[config.mk]
export PLATFORM = sky130hd
export DESIGN_NAME = gb_host_master_flat
export DESIGN_NICKNAME = d
export VERILOG_FILES = /design/src/rtl/gb_pkg.sv /design/src/rtl/gb_host_master_if.sv /design/src/rtl/gb_rsp_fifo.sv /design/src/rtl/gb_host_master.sv /design/src/flat_wrapper.sv
export SDC_FILE = /design/constraint.sdc
export NUM_CORES = 1
export LEC_CHECK = 0
export CAP_MARGIN = 0
export CORE_MARGIN = 3
export CORE_UTILIZATION = 25
export CTS_CLUSTER_SIZE = 20
export DETAILED_ROUTE_END_ITERATION = 8
export GPL_TIMING_DRIVEN = 1
export PLACE_DENSITY = 0.52
export SETUP_SLACK_MARGIN = 0.1
export SLEW_MARGIN = 10
export SYNTH_ARGS = -nofsm -noshare
export SYNTH_HDL_FRONTEND = slang
export SYNTH_SLANG_ARGS = --single-unit
[constraint.sdc]
create_clock -name gb_clk -period 6.6 [get_ports gb_clk]
set_input_delay 1.65 -clock gb_clk [delete_from_list [all_inputs] [get_ports gb_clk]]
set_output_delay 1.65 -clock gb_clk [all_outputs]
set_load 0.05 [all_outputs]
[src/rtl/gb_pkg.sv]
// gb_pkg: shared ghostbus definitions.
// Holds the default bus widths, the default read latency (shared with the
// decoder generator) and the response entry layout carried from the bus
// capture point back to the command source.
package gb_pkg;

    localparam int GB_AW       = 24;
    localparam int GB_DW       = 32;
    localparam int GB_RD_LAT   = 1;
    localparam int GB_RF_DEPTH = 4;

    // One response: write completion (we=1, rdata=0) or read data (we=0).
    typedef struct packed {
        logic             we;
        logic [GB_DW-1:0] rdata;
    } gb_rsp_t;

endpackage

[src/rtl/gb_host_master_if.sv]
// gb_host_master_if: command stream, response stream and root ghostbus
// signals of the host master, bundled for connection.
//   cmd_*  : valid/ready command stream (source -> master)
//   rsp_*  : valid/ready response stream (master -> source)
//   gb_*   : root bus toward the decoder tree (gb_din flows back)
// Modport master is the host master's view; slave is the surrounding
// environment (command source, response sink, decoder tree).
interface gb_host_master_if
    import gb_pkg::*;
#(
    parameter int AW = GB_AW,
    parameter int DW = GB_DW
) ();

    logic          cmd_valid;
    logic          cmd_ready;
    logic          cmd_we;
    logic [AW-1:0] cmd_addr;
    logic [DW-1:0] cmd_wdata;

    logic          rsp_valid;
    logic          rsp_ready;
    logic          rsp_we;
    logic [DW-1:0] rsp_rdata;

    logic [AW-1:0] gb_addr;
    logic [DW-1:0] gb_dout;
    logic          gb_we;
    logic          gb_re;
    logic [DW-1:0] gb_din;

    modport master (
        input  cmd_valid, cmd_we, cmd_addr, cmd_wdata, rsp_ready, gb_din,
        output cmd_ready, rsp_valid, rsp_we, rsp_rdata,
               gb_addr, gb_dout, gb_we, gb_re
    );

    modport slave (
        output cmd_valid, cmd_we, cmd_addr, cmd_wdata, rsp_ready, gb_din,
        input  cmd_ready, rsp_valid, rsp_we, rsp_rdata,
               gb_addr, gb_dout, gb_we, gb_re
    );

endinterface

[src/rtl/gb_rsp_fifo.sv]
// gb_rsp_fifo: synchronous show-ahead FIFO with asynchronous reset.
//   clk_i, rst_i : clock, async active-high reset (pointers only)
//   push_i, wdata_i : write port
//   pop_i        : consume head entry (ignored when empty)
//   rdata_o      : head entry, forced to 0 while empty
//   empty_o      : no entries stored
// No full flag: users gate pushes with a credit scheme. Push and pop in the
// same cycle are legal even when full, since the popped slot is the one
// being rewritten and its old value is already on rdata_o.
module gb_rsp_fifo #(
    parameter int W     = 33,
    parameter int DEPTH = 4
) (
    input  logic         clk_i,
    input  logic         rst_i,
    input  logic         push_i,
    input  logic [W-1:0] wdata_i,
    input  logic         pop_i,
    output logic [W-1:0] rdata_o,
    output logic         empty_o
);

    localparam int PW = $clog2(DEPTH);

    logic [W-1:0] mem_q [DEPTH];
    // One extra pointer bit distinguishes full from empty.
    logic [PW:0]  wr_ptr_q;
    logic [PW:0]  rd_ptr_q;

    assign empty_o = (wr_ptr_q == rd_ptr_q);
    assign rdata_o = empty_o ? '0 : mem_q[rd_ptr_q[PW-1:0]];

    always_ff @(posedge clk_i or posedge rst_i) begin
        if (rst_i) begin
            wr_ptr_q <= '0;
            rd_ptr_q <= '0;
        end else begin
            if (push_i) begin
                wr_ptr_q <= wr_ptr_q + 1'b1;
            end
            if (pop_i && !empty_o) begin
                rd_ptr_q <= rd_ptr_q + 1'b1;
            end
        end
    end

    always_ff @(posedge clk_i) begin
        if (push_i) begin
            mem_q[wr_ptr_q[PW-1:0]] <= wdata_i;
        end
    end

endmodule

[src/rtl/gb_host_master.sv]
// gb_host_master: ghostbus initiator.
//   gb_clk : bus clock
//   rst    : asynchronous active-high reset
//   bus    : gb_host_master_if.master
//            cmd_*  command stream in (we/addr/wdata)
//            rsp_*  response stream out (we/rdata), strictly in order
//            gb_*   registered root bus; gb_din sampled RD_LAT cycles
//                   after each bus cycle
// Every accepted command becomes one bus cycle and, RD_LAT cycles later,
// one response entry. A credit counter covers both in-flight tags and FIFO
// entries, so the response FIFO can never overflow.
module gb_host_master
    import gb_pkg::*;
#(
    parameter int AW       = GB_AW,
    parameter int DW       = GB_DW,
    parameter int RD_LAT   = GB_RD_LAT,
    parameter int RF_DEPTH = GB_RF_DEPTH
) (
    input  logic              gb_clk,
    input  logic              rst,
    gb_host_master_if.master  bus
);

    localparam int             CW       = $clog2(RF_DEPTH + 1);
    localparam logic [CW-1:0]  FULL_CNT = CW'(RF_DEPTH);

    logic              cmd_hs;
    logic              rsp_hs;
    logic [CW-1:0]     cnt_q;
    logic [CW-1:0]     cnt_d;
    logic              rdy_q;
    logic              gb_we_q;
    logic              gb_re_q;
    logic [AW-1:0]     gb_addr_q;
    logic [DW-1:0]     gb_dout_q;
    logic [RD_LAT-1:0] tag_vld_q;
    logic [RD_LAT-1:0] tag_we_q;
    logic              fifo_push;
    logic              fifo_empty;
    logic [DW:0]       fifo_wdata;
    logic [DW:0]       fifo_rdata;

    assign cmd_hs = bus.cmd_valid & rdy_q;
    assign rsp_hs = ~fifo_empty & bus.rsp_ready;

    // Outstanding = tags in flight + entries waiting in the FIFO.
    always_comb begin
        cnt_d = cnt_q;
        case ({cmd_hs, rsp_hs})
            2'b10:   cnt_d = cnt_q + 1'b1;
            2'b01:   cnt_d = cnt_q - 1'b1;
            default: cnt_d = cnt_q;
        endcase
    end

    always_ff @(posedge gb_clk or posedge rst) begin
        if (rst) begin
            cnt_q     <= '0;
            rdy_q     <= 1'b0;
            gb_we_q   <= 1'b0;
            gb_re_q   <= 1'b0;
            gb_addr_q <= '0;
            gb_dout_q <= '0;
            tag_vld_q <= '0;
            tag_we_q  <= '0;
        end else begin
            cnt_q <= cnt_d;
            // Registered from the next count so it never depends on cmd_valid.
            rdy_q <= (cnt_d < FULL_CNT);

            // Issue stage: bus outputs for cycle T+1.
            gb_we_q <= cmd_hs & bus.cmd_we;
            gb_re_q <= cmd_hs & ~bus.cmd_we;
            if (cmd_hs) begin
                gb_addr_q <= bus.cmd_addr;
            end
            if (cmd_hs && bus.cmd_we) begin
                gb_dout_q <= bus.cmd_wdata;
            end

            // Tag pipeline: bit 0 is aligned with the bus stage, bit RD_LAT-1
            // with the cycle in which gb_din is valid.
            tag_vld_q <= (tag_vld_q << 1) | RD_LAT'(cmd_hs);
            tag_we_q  <= (tag_we_q << 1) | RD_LAT'(bus.cmd_we);
        end
    end

    // Capture stage: write completions travel the same path as reads.
    assign fifo_push  = tag_vld_q[RD_LAT-1];
    assign fifo_wdata = {tag_we_q[RD_LAT-1],
                         tag_we_q[RD_LAT-1] ? {DW{1'b0}} : bus.gb_din};

    gb_rsp_fifo #(
        .W     (DW + 1),
        .DEPTH (RF_DEPTH)
    ) u_rsp_fifo (
        .clk_i   (gb_clk),
        .rst_i   (rst),
        .push_i  (fifo_push),
        .wdata_i (fifo_wdata),
        .pop_i   (rsp_hs),
        .rdata_o (fifo_rdata),
        .empty_o (fifo_empty)
    );

    assign bus.cmd_ready = rdy_q;
    assign bus.rsp_valid = ~fifo_empty;
    assign bus.rsp_we    = fifo_rdata[DW];
    assign bus.rsp_rdata = fifo_rdata[DW-1:0];
    assign bus.gb_addr   = gb_addr_q;
    assign bus.gb_dout   = gb_dout_q;
    assign bus.gb_we     = gb_we_q;
    assign bus.gb_re     = gb_re_q;

endmodule

[src/flat_wrapper.sv]
// flat-port wrapper written by rule: the top's interface ports become plain ports
module gb_host_master_flat import gb_pkg::*;
#(
    parameter int AW       = GB_AW,
    parameter int DW       = GB_DW,
    parameter int RD_LAT   = GB_RD_LAT,
    parameter int RF_DEPTH = GB_RF_DEPTH
)
  (gb_clk, rst, bus_cmd_valid, bus_cmd_we, bus_cmd_addr, bus_cmd_wdata, bus_rsp_ready, bus_gb_din, bus_cmd_ready, bus_rsp_valid, bus_rsp_we, bus_rsp_rdata, bus_gb_addr, bus_gb_dout, bus_gb_we, bus_gb_re);
  gb_host_master_if #(.AW(AW), .DW(DW)) bus_i ();
  input  logic gb_clk;
  input  logic rst;
  input wire logic [$bits(bus_i.cmd_valid)-1:0] bus_cmd_valid;
  input wire logic [$bits(bus_i.cmd_we)-1:0] bus_cmd_we;
  input wire logic [$bits(bus_i.cmd_addr)-1:0] bus_cmd_addr;
  input wire logic [$bits(bus_i.cmd_wdata)-1:0] bus_cmd_wdata;
  input wire logic [$bits(bus_i.rsp_ready)-1:0] bus_rsp_ready;
  input wire logic [$bits(bus_i.gb_din)-1:0] bus_gb_din;
  output wire logic [$bits(bus_i.cmd_ready)-1:0] bus_cmd_ready;
  output wire logic [$bits(bus_i.rsp_valid)-1:0] bus_rsp_valid;
  output wire logic [$bits(bus_i.rsp_we)-1:0] bus_rsp_we;
  output wire logic [$bits(bus_i.rsp_rdata)-1:0] bus_rsp_rdata;
  output wire logic [$bits(bus_i.gb_addr)-1:0] bus_gb_addr;
  output wire logic [$bits(bus_i.gb_dout)-1:0] bus_gb_dout;
  output wire logic [$bits(bus_i.gb_we)-1:0] bus_gb_we;
  output wire logic [$bits(bus_i.gb_re)-1:0] bus_gb_re;
  assign bus_i.cmd_valid = bus_cmd_valid;
  assign bus_i.cmd_we = bus_cmd_we;
  assign bus_i.cmd_addr = bus_cmd_addr;
  assign bus_i.cmd_wdata = bus_cmd_wdata;
  assign bus_i.rsp_ready = bus_rsp_ready;
  assign bus_i.gb_din = bus_gb_din;
  assign bus_cmd_ready = bus_i.cmd_ready;
  assign bus_rsp_valid = bus_i.rsp_valid;
  assign bus_rsp_we = bus_i.rsp_we;
  assign bus_rsp_rdata = bus_i.rsp_rdata;
  assign bus_gb_addr = bus_i.gb_addr;
  assign bus_gb_dout = bus_i.gb_dout;
  assign bus_gb_we = bus_i.gb_we;
  assign bus_gb_re = bus_i.gb_re;
  gb_host_master #(.AW(AW), .DW(DW), .RD_LAT(RD_LAT), .RF_DEPTH(RF_DEPTH)) u_core (.gb_clk(gb_clk), .rst(rst), .bus(bus_i));
endmodule
==> results of run 1 <==
==> power groups by stage <==
stage / Sequential (mW) / Clock (mW) / Combinational, mW
floorplan: 2.49 / 0 / 1.57
global placement: 1.94 / 0 / 3.10
detailed placement: 1.96 / 0 / 3.12
CTS: 1.95 / 1.32 / 3.13
global route: 1.98 / 1.37 / 3.25
finish: 1.93 / 1.27 / 3.07
==> cell families after synthesis <==
logic type	count (synthesis)
buffers and inverters	26
flip-flops	202
multiplexers	90
adder cells (fa/ha/maj)	7
AND/OR/NAND/NOR	78
XOR/XNOR	11
AO/OA/AOI/OAI	6
==> routing by layer <==
metal | track usage | share of wire
met4 | 0.0354 | 0.032
met2 | 0.178 | 0.47
met3 | 0.0440 | 0.094
met5 | 0 | 0.00071
met1 | 0.126 | 0.40
==> worst max-delay path by stage <==
stage | depth (start not counted) | slack (ps) | startpoint | to
2_1_floorplan | 5 | 3170 | u_core.u_rsp_fifo.rd_ptr_q[1]$_DFFE_PP0P_ | bus_rsp_rdata[10]
3_3_place_gp | 5 | 2160 | u_core.u_rsp_fifo.rd_ptr_q[0]$_DFFE_PP0P_ | bus_rsp_rdata[31]
3_5_place_dp | 5 | 2060 | u_core.u_rsp_fifo.rd_ptr_q[0]$_DFFE_PP0P_ | bus_rsp_rdata[31]
4_1_cts | 5 | 1470 | u_core.u_rsp_fifo.rd_ptr_q[0]$_DFFE_PP0P_ | bus_rsp_rdata[31]
5_1_grt | 5 | 1300 | u_core.u_rsp_fifo.rd_ptr_q[0]$_DFFE_PP0P_ | bus_rsp_rdata[31]
6_report | 5 | 1670 | u_core.u_rsp_fifo.rd_ptr_q[0]$_DFFE_PP0P_ | bus_rsp_rdata[31]
==> final cells by class <==
type	count	area, µm²
timing repair buffer	190	1890
fill	2984	20000
inverter	7	26.3
multi-input combinational	192	2130
clock inverter	12	128
clock buffer	32	641
sequential	202	5720
tap	396	495
==> state kept, by name (all words and copies together), names as in the netlist, named ones only <==
signal,count
u_core.bus.gb_dout,32
u_core.u_rsp_fifo.wr_ptr_q,3
u_core.u_rsp_fifo.mem_q,132
u_core.tag_we_q,1
u_core.fifo_push,1
u_core.bus.gb_re,1
u_core.u_rsp_fifo.rd_ptr_q,3
u_core.bus.gb_addr,24
u_core.bus.cmd_ready,1
u_core.bus.gb_we,1
u_core.cnt_q,2
==> worst register-to-register path, stage by stage, from the launching register on <==
cell	delay, ps
dfrtp_4	960
xor2_4	200
o31ai_1	540
inv_1	90
ha_1	260
fa_1	440
xnor2_1	140
nor2_1	180
xnor2_1	150
==> placed cells by master, fill, tap and decap left out, drive strengths merged, types with 4 or more instances in the layout <==
cell and n:
clkinv 9, dfrtp 70, clkbuf 32, clkdlybuf4s50 185
xnor2 5, mux2 57, buf 5, inv 7
mux4 33, and2 4, ha 6, nor2b 65
edfxtp 132, xor2 6
==> impl_metrics.yaml, run 1 <==
run_status:
  outcome: "finished, final reports clean"
sta:
  fin_ws_ps: 1670
  setup_violations: 0
  holdWs_ps: 489
  final.setup.tns_ps: 0
  finalMaxSlewViolations: 0
  period_share: 0.746
  slew_headroom: 0.314
  rsz0062_at_grt: "false"
  max_freq_mhz: 203
  skew_ps: 22.5
  finalHoldViolCount: 0
  tightest_slew_ps: 1030
  final.min_clock_period_ps: 4930
layout:
  final-instance-count-excl-fill: 1031
  antenna_cells_inserted: 0
  fin_util: 0.355
  final_nets: 717
  final_area_um2: 11000
  layout-drive-gt1-share: 0.219
  syn_to_final_growth_pct: 37.9
routing:
  drtIter0Drc: 163
  via_per_inst: 4.22
  via_count: 4354
  antenna_left: 0
  wirelength_um: 18400
  post_drt_wl_per_cell_um: 17.8
  drtPass1Iterations: 4
  drc_errors: 0
clocking:
  hold_buffers: 0
  numCtsBuffers: 24
  clk_pin_slew_worst_paths_ps: 60
  clockBufferDepth: 3
  htree_num_levels: 1
  cts_setup_buffers: 0
  post_cts_resized: 0
  cts_tree: "built"
  clock_latency_ps: 520
  cts_root_buf: "clkbuf_16"
  clkSinkCount: 202
placed_design:
  dp.cells: 987
  port_buffers: 185
  dp_hpwl_um: 11400
  pre_cts_slack_ps: 2060
  dpl_cell_area_um2: 10300
  place.gp.congestion: 0.692
die:
  die_area_um2: 34200
  io_pins: 186
  rows: 64
  core-area_um2: 31100
  die_w_um: 185
  start_util: 0.258
  die_height_um: 185
grt:
  grt-ovfl-total: 0
  grt_pass1_wl_um: 28600
  first_global_vias: 5049
  grt_max_degree: 43
  grt_usage: 0.107
  antenna_found_initial: 1
critical_path:
  path_class: "reg2out"
  end_kind: "output pin"
  reg2reg_to: "u_core.bus.cmd_ready$_DFF_PP0_"
  path_buf_inv: 2
  crit_path_max_fanout: 36
  cp_top_family: "buffers and inverters"
  worst_path_largest_cell_delay_ps: 960
  slowest_stage: "dfrtp_4"
  r2r_start: "u_core.u_rsp_fifo.rd_ptr_q[0]$_DFFE_PP0P_"
  start_kind: "register"
  required_ps: 4950
  worstPathCellList: "xor2_4, nor3_4, buf_4, nor2b_1, clkdlybuf4s50_1"
  worstRegToRegCells: 8
  rrSetupSlack_ps: 3580
  crit_arrival_ps: 3280
power:
  comb_power_share: 0.490
  p_clk_frac: 0.203
  seqPwrFrac: 0.308
  peakVddDrop_uv: 321
  p_int_mw: 3.61
  power.static_leakage_nw: 3.94
  swShare: 0.425
  p_sw_mw: 2.66
  power-per-cell-area_nw_per_um2: 569
  p_total_mw: 6.28
yosys:
  synth_cells: 420
  synth_cell_types: 27
  synth_top_family_by_area: "multiplexers"
  synth_area_um2: 8000
  muxShareOfSynthArea: 0.173
  synth-async-reset-ratio: 0.347
  ys.flop_type: "edfxtp_1"
  synth-xor-area-share: 0.0144
  synth-seq-cells: 202
  synthSimpleGateAreaFrac: 0.0610
  synth_nets: 520
  ys.warnings.count: 0
  syn_area_per_cell_um2: 19.1
  synthAdderAreaFrac: 0.0119
  synth.top_cell.area_share: 0.495
  synth.most_common_cell: "edfxtp_1"
  synth_area_leaders: "edfxtp_1, dfrtp_1, mux4_2"
  synth_compound_area_frac: 0.00516
  synth_edf_count: 132
  yosys-top-cells-count: "edfxtp_1, dfrtp_1, nor2b_1, mux2_2, mux4_2"
  synth_largest_area_cell: "edfxtp_1"
  yosysSeqAreaShare: 0.714
worst_hold_path:
  min_path_type: "reg2reg"
  whs_path_depth: 1
run:
  drv_cap: 0
(Power assumes the default switching activity.)
==> run 2: changes to the inputs <==
- PLACE_DENSITY: 0.52 -> 0.53
- clock period: 6.6 -> 4.5 ns (I/O delays scaled with it)
==> impl_metrics.yaml, run 2 (synthesis gave the netlist of run 1 again) <==
run_status:
  outcome: "finished, final reports clean"
critical_path:
  worstPathCellList: "buf_6, mux4_2, nor2b_1, clkdlybuf4s50_1"
  end_kind: "output pin"
  slowest_stage: "clkdlybuf4s50_1"
  worst_path_largest_cell_delay_ps: 750
  crit_arrival_ps: 2870
  crit_path_max_fanout: 35
  path_class: "reg2out"
  required_ps: 3380
  start_kind: "register"
layout:
  antenna_cells_inserted: 0
  syn_to_final_growth_pct: 38.3
  layout_common_cells: "clkdlybuf4s50_1, edfxtp_1, dfrtp_1"
  final-instance-count-excl-fill: 1036
  layout-drive-gt1-share: 0.233
  fin_util: 0.356
  largest_register_ffs: 132
  final_nets: 722
  layout_commonest_cell: "clkdlybuf4s50_1"
  final_area_um2: 11100
power:
  power.static_leakage_nw: 3.97
  power-per-cell-area_nw_per_um2: 835
  peakVddDrop_uv: 413
  p_total_mw: 9.25
die:
  start_util: 0.258
  die_height_um: 185
  die_w_um: 185
  core-area_um2: 31100
  io_pins: 186
  rows: 64
  die_area_um2: 34200
sta:
  rsz0062_at_grt: "false"
  tightest_slew_ps: 1040
  finalMaxSlewViolations: 0
  final.min_clock_period_ps: 4000
  slew_headroom: 0.306
  finalHoldViolCount: 0
  skew_ps: 26.8
  max_freq_mhz: 250
  final.setup.tns_ps: 0
  period_share: 0.888
  setup_violations: 0
  holdWs_ps: 495
  fin_ws_ps: 502
routing:
  drtPass1Iterations: 6
  via_per_inst: 4.23
  antenna_left: 0
  drtIter0Drc: 112
  wirelength_um: 18600
  post_drt_wl_per_cell_um: 17.9
  drc_errors: 0
  via_count: 4387
clocking:
  htree_num_levels: 1
  clkSinkCount: 202
  clk_pin_slew_worst_paths_ps: 60
  numCtsBuffers: 24
  clockBufferDepth: 3
  hold_buffers: 0
  clock_latency_ps: 530
  cts_root_buf: "clkbuf_16"
  cts_tree: "built"
placed_design:
  port_buffers: 185
  place.gp.congestion: 0.687
  dp.cells: 989
  pre_cts_slack_ps: 692
  dp_hpwl_um: 11500
  dpl_cell_area_um2: 10300
worst_hold_path:
  min_path_type: "reg2reg"
grt:
  antenna_found_initial: 3
  grt-ovfl-total: 0
  grt_usage: 0.110
  grt_pass1_wl_um: 28900
  first_global_vias: 5027
  grt_max_degree: 45
run:
  drv_cap: 0
[run 2: changes by cell type in the layout (fill, tap and decap cells not counted), sizes merged]
cell | before | now
bufinv | 2 | 1
buf | 5 | 10
clkinvlp | 1 | 2
clkinv | 9 | 13
inv | 7 | 9
clkbuf | 32 | 26
[run 2: critical path, delay by kind of cell, from the launching register on]
kind / cells / cell delay (ps)
mux: 1 / 560
simple gates: 1 / 150
buf+inv: 2 / 1220
flops: 1 / 420
[run 2: routing by layer]
| metal | track usage | up-vias | wire length (µm) |
|---|---|---|---|
| li1 | - | 1976 | - |
| met1 | 0.127 | 2192 | 7280 |
| met2 | 0.185 | 182 | 8890 |
| met3 | 0.0499 | 33 | 2030 |
| met4 | 0.0285 | 4 | 363 |
| met5 | 0 | - | 21 |
[run 2: final timing paths]
check                                                     startpoint                                   endpoint  slack (ps)  cells after the start
min reg2reg                u_core.u_rsp_fifo.wr_ptr_q[2]$_DFFE_PP0P_  u_core.u_rsp_fifo.wr_ptr_q[2]$_DFFE_PP0P_         500                      1
max                        u_core.u_rsp_fifo.rd_ptr_q[0]$_DFFE_PP0P_                          bus_rsp_rdata[29]         500                      4
max in group asynchronous                                        rst          u_core.bus.gb_addr[1]$_DFFE_PP0P_        2460                      3
min                        u_core.u_rsp_fifo.wr_ptr_q[2]$_DFFE_PP0P_  u_core.u_rsp_fifo.wr_ptr_q[2]$_DFFE_PP0P_         500                      1
min in group asynchronous                                        rst                 u_core.bus.gb_we$_DFF_PP0_        1110                      2
max reg2reg                u_core.u_rsp_fifo.wr_ptr_q[0]$_DFFE_PP0P_                                   register        2010                      8
[run 2: where the power goes]
| group | switching (mW) | internal [mW] | total, mW | leakage [nW] |
|---|---|---|---|---|
| logic | 2.95 | 1.74 | 4.70 | 1.56 |
| registers | 0.237 | 2.50 | 2.73 | 2.04 |
| clock network | 0.769 | 1.05 | 1.82 | 0.370 |
| total | 3.96 | 5.29 | 9.25 | 3.97 |
[run 2: layout make-up]
| class | count | area, µm² |
|---|---|---|
| tap | 396 | 495 |
| clock inverter | 18 | 145 |
| sequential | 202 | 5720 |
| fill | 2951 | 20000 |
| inverter | 7 | 26.3 |
| clock buffer | 26 | 608 |
| multi-input combinational | 192 | 2130 |
| timing repair buffer | 195 | 1940 |
[run 2: what timing repair did]
item                       in CTS  in global routing
setup endpoints to repair       0                 13
setup buffers                   0                  3
gates resized for setup         0                  1
==> run 3: changes to the inputs <==
- PLACE_DENSITY: 0.53 -> 0.52
- clock period: 4.5 -> 4.54 ns (I/O delays scaled with it)
==> impl_metrics.yaml, run 3 (synthesis gave the netlist of run 1 again) <==
run_status:
  outcome: "finished, final reports clean"
layout:
  syn_to_final_growth_pct: 38.5
  layout-drive-gt1-share: 0.230
  final_nets: 718
  layout_common_cells: "clkdlybuf4s50_1, edfxtp_1, dfrtp_1"
  antenna_cells_inserted: 0
  final-instance-count-excl-fill: 1032
  layout_commonest_cell: "clkdlybuf4s50_1"
  final_area_um2: 11100
  largest_register_ffs: 132
  nFillCells: 2933
grt:
  first_global_vias: 5102
  grt_usage: 0.107
  grt_max_degree: 71
  grt-ovfl-total: 0
  grt_pass1_wl_um: 28600
  antenna_found_initial: 2
placed_design:
  dp.cells: 988
  pre_cts_slack_ps: 796
  place.gp.congestion: 0.701
  port_buffers: 185
  dpl_cell_area_um2: 10300
  dp_hpwl_um: 11800
sta:
  skew_ps: 12.6
  period_share: 0.925
  finalHoldViolCount: 0
  final.setup.tns_ps: 0
  rsz0062_at_grt: "false"
  final.min_clock_period_ps: 4200
  fin_ws_ps: 341
  finalMaxSlewViolations: 0
  setup_violations: 0
  tightest_slew_ps: 1000
  slew_headroom: 0.333
  max_freq_mhz: 238
routing:
  post_drt_wl_per_cell_um: 17.7
  via_count: 4357
  drc_errors: 0
  via_per_inst: 4.22
  drtPass1Iterations: 4
  wirelength_um: 18300
  drtIter0Drc: 219
  antenna_left: 0
clocking:
  clock_latency_ps: 510
  hold_buffers: 0
  cts_root_buf: "clkbuf_16"
  cts_tree: "built"
  clkSinkCount: 202
  cts_setup_buffers: 0
  post_cts_resized: 0
  clk_pin_slew_worst_paths_ps: 60
  clockBufferDepth: 3
  htree_num_levels: 1
  numCtsBuffers: 24
critical_path:
  rrSetupSlack_ps: 1710
  cp_top_family: "buffers and inverters"
  crit_arrival_ps: 3060
  worstPathCellList: "buf_4, mux4_2, nor2b_1, clkdlybuf4s50_1"
  crit_start: "u_core.u_rsp_fifo.rd_ptr_q[0]$_DFFE_PP0P_"
  path_buf_inv: 2
  path_class: "reg2out"
  start_kind: "register"
  end_kind: "output pin"
  required_ps: 3400
  slowest_stage: "dfrtp_4"
  worstRegToRegCells: 8
  crit_path_max_fanout: 22
  worst_path_largest_cell_delay_ps: 750
  r2r_start: "u_core.u_rsp_fifo.rd_ptr_q[0]$_DFFE_PP0P_"
die:
  core-area_um2: 31100
  die_w_um: 185
  die_height_um: 185
  die_area_um2: 34200
  io_pins: 186
  rows: 64
  start_util: 0.258
worst_hold_path:
  whs_path_depth: 1
  worstHoldStart: "u_core.u_rsp_fifo.rd_ptr_q[2]$_DFFE_PP0P_"
  hold_end: "u_core.u_rsp_fifo.rd_ptr_q[2]$_DFFE_PP0P_"
  min_path_type: "reg2reg"
run:
  drv_cap: 0
==> run 3: cell count changes in the layout (fill, tap and decap cells not counted) <==
| cell | change |
|---|---|
| buf_4 | -3 |
| clkinv_2 | +3 |
| bufinv_16 | +2 |
| clkinv_1 | -2 |
| clkinvlp_4 | -2 |
| buf_6 | -1 |
| clkbuf_1 | +1 |
| clkbuf_16 | +1 |
| clkinv_4 | -1 |
| clkinv_8 | -1 |
| dfrtp_2 | -1 |
| dfrtp_4 | +1 |
| inv_8 | -1 |
==> run 3: layer usage <==
| metal | track usage | vias to the layer above | part of all wire |
|---|---|---|---|
| met3 | 0.0465 | 30 | 0.10 |
| li1 | - | 1975 | - |
| met2 | 0.178 | 179 | 0.48 |
| met4 | 0.0300 | 4 | 0.018 |
| met1 | 0.126 | 2169 | 0.40 |
| met5 | 0 | - | 0.0011 |
==> run 3: cell type report <==
cell class                 instances  area, µm²  share of cell area
clock buffer                      28        637              0.0575
timing repair buffer             191       1910               0.172
multi-input combinational        192       2130               0.192
sequential                       202       5720               0.516
tap                              396        495              0.0447
clock inverter                    16        161              0.0146
inverter                           7       26.3             0.00237
==> run 3: how the worst max path moves through the flow <==
stage	cells past startpoint	slack (ps)	to
after floorplan	5	1630	bus_rsp_rdata[10]
after global placement	4	820	bus_rsp_rdata[10]
after detailed placement	4	800	bus_rsp_rdata[7]
after CTS	4	240	bus_rsp_rdata[7]
after global routing	4	150	bus_rsp_rdata[10]
final	4	340	bus_rsp_rdata[7]
==> run 3: metrics by stage <==
stage	util	hold WS (ps)
floorplan	-	461
global placement	0.331	477
detailed placement	0.331	484
CTS	0.357	497
global route	0.357	519
finish	0.357	489
==> run 3: worst register-to-register path, delay by kind of cell (launching register included) <==
| family | cells | cell delay [ps] |
|---|---|---|
| and+or+nand+nor | 1 | 180 |
| buffers and inverters | 1 | 90 |
| AOI/OAI and AO/OA | 1 | 490 |
| xor gates and xnor gates | 3 | 600 |
| DFF | 1 | 680 |
| adders and majority gates | 2 | 700 |
Power of run 3 is not shown: default switching activity piles up to over one toggle a cycle in this logic, so the estimate is an artifact.
==> edit: new RTL, flow settings as in run 2 <==
Change the package constant `GB_AW` from 24 to 36.
--- a/src/rtl/gb_pkg.sv
+++ b/src/rtl/gb_pkg.sv
@@ -5,5 +5,5 @@
 package gb_pkg;
 
-    localparam int GB_AW       = 24;
+    localparam int GB_AW       = 36;
     localparam int GB_DW       = 32;
     localparam int GB_RD_LAT   = 1;
Ports: changed (resized bus_cmd_addr and bus_gb_addr); port bits go from 186 to 210. The function was not compared with the original's and may differ.
==> edit against run 2 <==
Final area grew 6.9%. Critical path type unchanged. Worst setup slack gained 0.25 ns. Area after synthesis grew 6.5%. Sequential cell count grew 12. Wire length grew 5.5%. Worst hold slack lost 0.0082 ns. Non-clock buffer count grew 25.
Power is not shown: default switching activity piles up to over one toggle a cycle in this logic, so the estimate is an artifact.
==> edit: results (changes against run 2) <==
Parameter                              Value

Outcome
  Status ... finished clean

Synthesis
  Count of different cell masters after synthesis ... 30 (+11%)
  Synthesized net count ... 558 (+7.3%)
  Cell types with the highest counts after synthesis ... edfxtp_1 (132), dfrtp_1 (82), mux2_2 (69)
  Number of cells produced by synthesis ... 446 (+6.2%)
  Share of the yosys chip area belonging to registers ... 70.6% (-0.81 points)
  Async SR Flop Fraction ... 38.3% (+3.7 points)
  Area contributors post-synth ... edfxtp_1 (47%), dfrtp_1 (24%), mux2_2 (9.1%)
  Number of synthesis warnings ... 0 (unchanged)

Placed design
  Half-perimeter wire length after detailed placement ... 12.6 mm (+9.0%)
  Post-placement cell count ... 1,087 (+9.9%)
  Number of buffer cells added on primary ports ... 209 (+13%)
  Setup slack after placement ... 1.22 ns (+0.526 ns)
  RePlAce Congestion ... 0.658 (-4.2%)
  Area after detailed placement ... 0.0110 mm^2 (+7.3%)

Drt
  Total number of vias ... 4,648 (+5.9%)
  First DRT Iteration DRCs ... 211 (+88%)
  Detailed-route vias per instance ... 4.11 (-2.9%)
  Aggregate routed wire length ... 19.6 mm (+5.5%)
  1st-pass router iterations ... 4 (-2)

GRT
  Global-route wire length before repair ... 30.4 mm (+5.1%)
  Number of antenna violations at the first check in global routing ... 1 (-2)
  Global Route Usage Sum ... 10.7% (-0.23 points)
  Maximum number of pins on one net before global-route repair ... 40 (-11%)
  Vias in the first global route ... 5,181 (+3.1%)

Setup path
  Cell type of the slowest stage on the worst timing path ... mux4_2
  Worst stage delay on the critical path ... 0.62 ns (-0.13 ns)
  Worst EP arrival ... 2.63 ns (-0.24 ns)
  Peak fanout along the critical path ... 29 (-17%)

Timing
  Measured slew at the worst slew-check pin ... 0.975 ns (-0.0660 ns)
  Post-Route Skew ... 0.0138 ns (-0.0130 ns)

CTS
  Clock buffer count from CTS ... 25 (+4.2%)
  Later-pin clock latency in the skew report ... 0.51 ns (-0.02 ns)

Layout
  Post-layout net count ... 784 (+8.6%)
  Share of layout cells above drive strength 1 ... 26.6% (+3.3 points)
  Number of fill cells ... 3,143 (+6.5%)
  Flip-flop count of the largest register, all copies and words added ... 132 (unchanged)
==> edit: kinds of logic (layout without fill, tap and decap cells) <==
group	after synthesis	after routing	share of synthesized area [%]
AOI/OAI and AO/OA	6	6	0.573
xor gates and xnor gates	11	11	1.44
adders and majority gates	7	7	1.12
buffers and inverters	28	270	2.07
DFF	214	214	70.6
muxes	102	102	18.0
and+or+nand+nor	78	78	6.15
==> edit: worst paths after layout <==
path	from	endpoint	slack [ns]	cells past startpoint
worst max-delay path	u_core.u_rsp_fifo.rd_ptr_q[0]$_DFFE_PP0P_	bus_rsp_rdata[31]	0.75	4
worst min-delay path	flop	u_core.bus.cmd_ready$_DFF_PP0_	0.49	1
worst max register to register	u_core.u_rsp_fifo.rd_ptr_q[0]$_DFFE_PP0P_	flop	1.85	8
worst min register to register	flop	u_core.bus.cmd_ready$_DFF_PP0_	0.49	1
max in group asynchronous	rst	u_core.bus.gb_addr[33]$_DFFE_PP0P_	2.64	3
min in group asynchronous	rst	u_core.bus.gb_dout[21]$_DFFE_PP0P_	1.05	2
==> edit: per-layer routing <==
| metal | GRT usage (%) | part of all wire [%] | up-vias | wire length, um |
|---|---|---|---|---|
| met5 | 0 | 0.066 | - | 13 |
| met4 | 2.34 | 1.6 | 2 | 314 |
| met3 | 5.22 | 12 | 28 | 2430 |
| met2 | 16.6 | 43 | 224 | 8360 |
| met1 | 13.7 | 43 | 2280 | 8490 |
| li1 | - | - | 2114 | - |
==> edit: layout make-up <==
class,count,area (um^2),area share [%]
repair buffers,220,2100,17.8
well taps,442,553,4.68
flip-flops and latches,214,6020,50.9
clock inverters,10,146,1.24
clock buffers,33,656,5.54
multi-input cells,204,2330,19.7
inverters,7,27.5,0.233
